<file path="src/rtl/wfg_mem_reader_pkg.sv">
// Shared types and sizing helpers for the waveform generator SRAM read engine.
package wfg_mem_reader_pkg;

  typedef enum logic [1:0] {
    IDLE  = 2'd0,
    RUN   = 2'd1,
    FLUSH = 2'd2
  } state_t;

  localparam int unsigned FIFO_DEPTH_DEF = 4;
  localparam int unsigned FIFO_PTR_W     = $clog2(FIFO_DEPTH_DEF);

  function automatic int unsigned ptr_width(input int unsigned depth);
    return $clog2(depth);
  endfunction

endpackage

</file>
<file path="src/rtl/wfg_sync_fifo.sv">
// Synchronous FIFO with registered head output, synchronous clear and occupancy count.
module wfg_sync_fifo
  import wfg_mem_reader_pkg::*;
#(
  parameter int unsigned WIDTH = 32,
  parameter int unsigned DEPTH = FIFO_DEPTH_DEF
) (
  input  logic                        clk,
  input  logic                        rst_n,
  input  logic                        clr,
  input  logic                        push,
  input  logic [WIDTH-1:0]            push_data,
  input  logic                        pop,
  output logic [WIDTH-1:0]            pop_data,
  output logic                        valid,
  output logic [ptr_width(DEPTH):0]   count
);

  localparam int unsigned PTR_W = ptr_width(DEPTH);
  localparam int unsigned CNT_W = PTR_W + 1;

  logic [WIDTH-1:0] mem [DEPTH];
  logic [PTR_W-1:0] wptr;
  logic [PTR_W-1:0] rptr;
  logic [CNT_W-1:0] cnt;
  logic             full;
  logic             do_push;
  logic             do_pop;

  assign valid   = (cnt != '0);
  assign full    = (cnt == CNT_W'(DEPTH));
  assign do_pop  = pop && valid;
  // A push into a full FIFO is only accepted when the head leaves in the same cycle.
  assign do_push = push && (!full || do_pop);

  always_ff @(posedge clk or negedge rst_n) begin
    if (!rst_n) begin
      wptr <= '0;
      rptr <= '0;
      cnt  <= '0;
    end else if (clr) begin
      wptr <= '0;
      rptr <= '0;
      cnt  <= '0;
    end else begin
      if (do_push) wptr <= wptr + PTR_W'(1);
      if (do_pop)  rptr <= rptr + PTR_W'(1);
      case ({do_push, do_pop})
        2'b10:   cnt <= cnt + CNT_W'(1);
        2'b01:   cnt <= cnt - CNT_W'(1);
        default: cnt <= cnt;
      endcase
    end
  end

  always_ff @(posedge clk) begin
    if (do_push && !clr) mem[wptr] <= push_data;
  end

  assign pop_data = valid ? mem[rptr] : '0;
  assign count    = cnt;

endmodule

</file>
<file path="src/rtl/wfg_mem_reader.sv">
// Streams a circular SRAM address window into a buffered valid/ready interface.
// Optional one-shot mode (single pass, done pulse) enabled by WFG_MEM_READER_ONESHOT_EN.
module wfg_mem_reader
  import wfg_mem_reader_pkg::*;
#(
  parameter int unsigned ADDR_WIDTH = 10,
  parameter int unsigned DATA_WIDTH = 32,
  parameter int unsigned FIFO_DEPTH = FIFO_DEPTH_DEF
) (
  input  logic                  io_wbs_clk,
  input  logic                  io_wbs_rst_n,
  input  logic                  cfg_en_i,
  input  logic [ADDR_WIDTH-1:0] cfg_start_addr_i,
  input  logic [ADDR_WIDTH-1:0] cfg_end_addr_i,
`ifdef WFG_MEM_READER_ONESHOT_EN
  input  logic                  cfg_oneshot_i,
  output logic                  done_o,
`endif
  output logic                  csb,
  output logic [ADDR_WIDTH-1:0] addr,
  input  logic [DATA_WIDTH-1:0] dout,
  output logic [DATA_WIDTH-1:0] wfg_tdata_o,
  output logic                  wfg_tvalid_o,
  input  logic                  wfg_tready_i,
  output logic                  busy_o
);

  localparam int unsigned CNT_W = ptr_width(FIFO_DEPTH) + 1;

  state_t                state;
  state_t                state_nxt;
  logic [ADDR_WIDTH-1:0] start_lat;
  logic [ADDR_WIDTH-1:0] end_lat;
  logic [ADDR_WIDTH-1:0] rd_ptr;
  logic                  inflight;
  logic                  issue;
  logic                  latch;
  logic                  fifo_clr;
  logic                  fifo_valid;
  logic                  fifo_pop;
  logic [CNT_W-1:0]      fifo_count;
  logic [CNT_W:0]        occ;
  logic                  room;
  logic                  stop_issue;
  logic                  start_ok;

  // Outstanding words = buffered + the one returning this cycle.
  assign occ  = {1'b0, fifo_count} + (CNT_W+1)'(inflight);
  assign room = occ < (CNT_W+1)'(FIFO_DEPTH);

`ifdef WFG_MEM_READER_ONESHOT_EN
  logic oneshot_lat;
  logic stop_lat;
  logic rearm_wait;
  logic done_nxt;
  logic done_q;

  assign stop_issue = stop_lat;
  assign start_ok   = !rearm_wait;
  assign done_o     = done_q;
`else
  assign stop_issue = 1'b0;
  assign start_ok   = 1'b1;
`endif

  always_ff @(posedge io_wbs_clk or negedge io_wbs_rst_n) begin
    if (!io_wbs_rst_n) state <= IDLE;
    else               state <= state_nxt;
  end

  always_comb begin
    state_nxt = state;
    issue     = 1'b0;
    latch     = 1'b0;
    fifo_clr  = 1'b0;
`ifdef WFG_MEM_READER_ONESHOT_EN
    done_nxt  = 1'b0;
`endif
    case (state)
      IDLE: begin
        if (cfg_en_i && start_ok) begin
          latch     = 1'b1;
          state_nxt = RUN;
        end
      end
      RUN: begin
        if (!cfg_en_i) begin
          fifo_clr  = 1'b1;
          state_nxt = FLUSH;
        end else begin
          issue = room && !stop_issue;
`ifdef WFG_MEM_READER_ONESHOT_EN
          if (stop_issue && !inflight && !fifo_valid) begin
            done_nxt  = 1'b1;
            state_nxt = IDLE;
          end
`endif
        end
      end
      FLUSH: begin
        fifo_clr  = 1'b1;
        state_nxt = IDLE;
      end
      default: state_nxt = IDLE;
    endcase
  end

  // Window latch and read pointer; an inverted window collapses onto the start word.
  always_ff @(posedge io_wbs_clk or negedge io_wbs_rst_n) begin
    if (!io_wbs_rst_n) begin
      start_lat <= '0;
      end_lat   <= '0;
      rd_ptr    <= '0;
      inflight  <= 1'b0;
    end else begin
      inflight <= issue;
      if (latch) begin
        start_lat <= cfg_start_addr_i;
        end_lat   <= (cfg_end_addr_i < cfg_start_addr_i) ? cfg_start_addr_i : cfg_end_addr_i;
        rd_ptr    <= cfg_start_addr_i;
      end else if (issue) begin
        rd_ptr <= (rd_ptr == end_lat) ? start_lat : rd_ptr + ADDR_WIDTH'(1);
      end
    end
  end

`ifdef WFG_MEM_READER_ONESHOT_EN
  // Single-pass bookkeeping; after done the enable must be seen low before a restart.
  always_ff @(posedge io_wbs_clk or negedge io_wbs_rst_n) begin
    if (!io_wbs_rst_n) begin
      oneshot_lat <= 1'b0;
      stop_lat    <= 1'b0;
      rearm_wait  <= 1'b0;
      done_q      <= 1'b0;
    end else begin
      done_q <= done_nxt;
      if (latch) begin
        oneshot_lat <= cfg_oneshot_i;
        stop_lat    <= 1'b0;
      end else if (issue && oneshot_lat && (rd_ptr == end_lat)) begin
        stop_lat <= 1'b1;
      end
      if (done_nxt)       rearm_wait <= 1'b1;
      else if (!cfg_en_i) rearm_wait <= 1'b0;
    end
  end
`endif

  assign fifo_pop = fifo_valid && wfg_tready_i;

  wfg_sync_fifo #(
    .WIDTH (DATA_WIDTH),
    .DEPTH (FIFO_DEPTH)
  ) u_fifo (
    .clk       (io_wbs_clk),
    .rst_n     (io_wbs_rst_n),
    .clr       (fifo_clr),
    .push      (inflight),
    .push_data (dout),
    .pop       (fifo_pop),
    .pop_data  (wfg_tdata_o),
    .valid     (fifo_valid),
    .count     (fifo_count)
  );

  assign csb          = ~issue;
  assign addr         = rd_ptr;
  assign wfg_tvalid_o = fifo_valid;
  assign busy_o       = (state != IDLE);

endmodule

</file>
<file path="config.mk">
export PLATFORM = sky130hd
export DESIGN_NAME = wfg_mem_reader
export DESIGN_NICKNAME = d
export VERILOG_FILES = /design/src/rtl/wfg_mem_reader_pkg.sv /design/src/rtl/wfg_sync_fifo.sv /design/src/rtl/wfg_mem_reader.sv
export SDC_FILE = /design/constraint.sdc
export NUM_CORES = 1
export LEC_CHECK = 0
export CAP_MARGIN = 20
export CORE_ASPECT_RATIO = 0.8
export CORE_MARGIN = 2
export CORE_UTILIZATION = 60
export CTS_CLUSTER_SIZE = 10
export DETAILED_ROUTE_END_ITERATION = 16
export DONT_BUFFER_PORTS = 1
export MAX_ROUTING_LAYER = met4
export PLACE_DENSITY = 0.76
export SLEW_MARGIN = 5
export SYNTH_ARGS = -nofsm -noshare
export SYNTH_HDL_FRONTEND = slang
export SYNTH_SLANG_ARGS = --single-unit
</file>
<file path="constraint.sdc">
create_clock -name io_wbs_clk -period 5 [get_ports io_wbs_clk]
set_clock_uncertainty 0.1 [all_clocks]
set_input_delay 0.25 -clock io_wbs_clk [delete_from_list [all_inputs] [get_ports io_wbs_clk]]
set_output_delay 0.25 -clock io_wbs_clk [all_outputs]
set_load 0.03 [all_outputs]
</file>
==> results.cfg <==
[status]
status = finished clean

[clock_network]
path_clk_slew_ns = 0.06
cts_tree = yes
clk_latency_ns = 0.42
cts_buffer_depth = 2
h-tree-depth = 4
cts.sink_count = 168
cts-root-buf = clkbuf_16
cts_made_buffers = 17

[finish]
multi_input_comb_area_um2 = 2440
ff_latch_area_um2 = 4850
design_area_um2 = 8760
fin_nets = 609
n_antenna_cell = 0
area_delta_synth_final_pct = 17.4
final_cells = 698
fillCellCount = 745
drive_gt1_share_pct = 14.7

[sta]
period_share_pct = 58.3
period_minus_slack_ns = 2.91
relSlewSlack_pct = 42.3
maxClockFrequency_mhz = 343
hold_violations = 0
setup_tns_ns = 0
worst_slew_pin_slew_ns = 0.865
setup-violations-final = 0
drv_slew = 0
rsz0062_at_grt = false
setup_ws_ns = 2.09

[global_route]
grt_util_met3_pct = 6.35
antenna_found_initial = 0
grt-ovfl-total = 0
grtUsageMet1_pct = 33.9
grtUsageTotal_pct = 24.1
grt-busiest-layer = met2
use_met2_pct = 35.9
grt_max_degree = 41
grt_pass1_vias = 4324
grt_pass1_wl_um = 23400

[placed_design]
post_dp_cell_area_um2 = 7570
dp_slack_ns = 2.38
placed_cells = 613
portBuffers = 0
gp_congestion = 0.881
post-dp-hpwl_um = 9020

[critical_path]
ff2ff_setup_slack_ns = 2.09
critPathMaxStageDelay_ns = 0.54
crit_family = compound AO/OA/AOI/OAI gates
worst_r2r_endpoint = end_lat[5]
reg2reg_from = state[0]
cp_slowest_cell = dlygate4sd3_1
endpoint_kind = flip-flop
path_buf_inv = 2
path_cells = inv_1 -> ha_1 -> nand2_1 -> a211oi_1 -> o21ai_1 -> o221a_1 -> dlygate4sd3_1
cp_max_fo = 17
r2r_cells = 7
critPathKind = flip-flop to flip-flop
critical_path_arrival_ns = 3.12
crit_required_ns = 5.21
cp-start-kind = flip-flop

[detailed_routing]
drc_errors = 0
avgViaCountPerCell = 6.10
drtAntennaViolNets = 0
dr_total_vias = 4259
drtIter0Drc = 463
wirelength_um = 14800
wl_per_cell_um = 21.2
drt_pre_antenna_iters = 6

[logic_synthesis]
synth_cells = 479
synth_ff_type = edfxtp_1
ys_types = 47
synth_area_um2 = 7460
ys_ff_latch = 168
syn-num-nets = 555
ys_seq_area_share_pct = 64.9
avgSynthCellArea_um2 = 15.6
synth_edf_count = 128
ys.warnings.count = 0
synthArstFlopShare_pct = 23.8

[pwr]
max-vdd-ir-drop_v = 0.000504
leakage_nw = 3.22
power_density_nw_per_um2 = 597

[die]
die_w_um = 129
floorplan.rows = 36
die_area_um2 = 13400
fp.dieH_um = 104
io_pins = 101
start_util_pct = 61.4
core_area_um2 = 12200

[hold_path]
hold_class = primary input to flip-flop
min_from = cfg_end_addr_i[4]
hold-path-cell-count = 2
hold_end = end_lat[4]

[job]
maxCapViolCount = 0
metrics by stage:
step	total power [W]	hold WS [ns]	util (%)
floorplan	0.00345	-0.146	-
global placement	0.00371	-0.145	62.3
CTS	0.00526	0.000160	72.0
finish	0.00523	0.0199	72.0
detailed placement	0.00376	-0.145	62.3
global route	0.00548	0.00209	72.0
cells by family (layout without fill, tap and decap cells):
family / Yosys count / count (layout) / synth area share [%]
DFF: 168 / 168 / 64.9
buffers and inverters: 39 / 106 / 2.45
muxes: 43 / 43 / 11.1
and+or+nand+nor: 126 / 126 / 9.32
AOI/OAI and AO/OA: 62 / 62 / 6.17
adders and majority gates: 20 / 20 / 3.45
xor gates and xnor gates: 21 / 21 / 2.57
cells in the final DEF (no fill, tap or decap), types with 4 or more instances in the layout:
cell type	Yosys	layout
edfxtp_1	128	128
dlygate4sd3_1	0	52
dfrtp_1	40	39
and2_1	38	34
mux4_2	32	32
nand2_1	27	27
nand2b_1	23	23
ha_1	19	19
inv_1	17	17
clkbuf_16	0	17
nor2_1	16	16
o21ai_0	14	14
xor2_1	13	13
mux2i_1	11	11
o221a_1	10	10
o21ai_1	9	9
nand3_1	7	7
xnor2_1	7	7
a22oi_1	6	6
o21a_1	5	5
bufinv_16	0	5
and2_2	0	4
a21oi_1	4	4
buf_4	2	4
sequential cells by signal (all words and copies together), names as in the netlist:
signal        count
end_lat          10
addr             10
u_fifo.count      3
state             2
start_lat        10
inflight          1
u_fifo.mem      128
u_fifo.wptr       2
u_fifo.rptr       2
Yosys cell counts, types with 2 or more instances:
cell	number	area share [%]
a21o_1	2	0.20
a21oi_1	4	0.27
a22oi_1	6	0.60
and2_1	38	3.2
and4_1	2	0.23
buf_2	8	0.54
buf_4	2	0.20
buf_6	2	0.30
clkbuf_1	9	0.45
dfrtp_1	40	13
edfxtp_1	128	52
ha_1	19	3.2
inv_1	17	0.85
mux2i_1	11	1.5
mux4_2	32	9.7
nand2_1	27	1.4
nand2b_1	23	1.9
nand3_1	7	0.47
nand4_1	3	0.25
nor2_1	16	0.80
nor3_1	3	0.20
nor4_2	2	0.34
o211ai_1	2	0.20
o21a_1	5	0.50
o21ai_0	14	0.94
o21ai_1	9	0.60
o221a_1	10	1.5
xnor2_1	7	0.82
xor2_1	13	1.5
repair_timing:
action	4_1_cts	5_1_grt
hold buffers	53	0
gates resized for setup	0	0
endpoints found under the hold margin	203	0
setup buffers	0	0
worst max path at each step:
stage	cells after the start	slack [ns]	startpoint	to
floorplan	6	2.55	state[1]	u_fifo.mem[0][0]
global placement	6	2.51	state[1]	u_fifo.mem[1][9]
detailed placement	11	2.38	u_fifo.count[0]	u_fifo.count[2]
CTS	7	2.08	state[0]	end_lat[5]
global route	7	1.92	state[1]	end_lat[5]
finish	7	2.09	state[0]	end_lat[5]
area by class of cell:
class                      instances  area share (%)
tap                              152            2.17
sequential                       168            55.3
timing repair buffer              57            6.51
clock inverter                    11            2.26
inverter                          17           0.728
clock buffer                      21            5.14
multi-input combinational        272            27.9
layer usage:
metal	wire, um	up-vias	share of wire, %
li1	-	1916	-
met1	6340	2159	43
met2	7310	173	49
met3	1010	11	6.9
met4	117	0	0.79
met5	0	-	0
where the power goes:
group	internal (W)	leakage, nW	switching [W]
clock network	0.000904	0.312	0.000530
registers	0.00173	1.63	0.000323
logic	0.000664	1.28	0.00108
No activity file was read; power rests on OpenSTA's default activity.
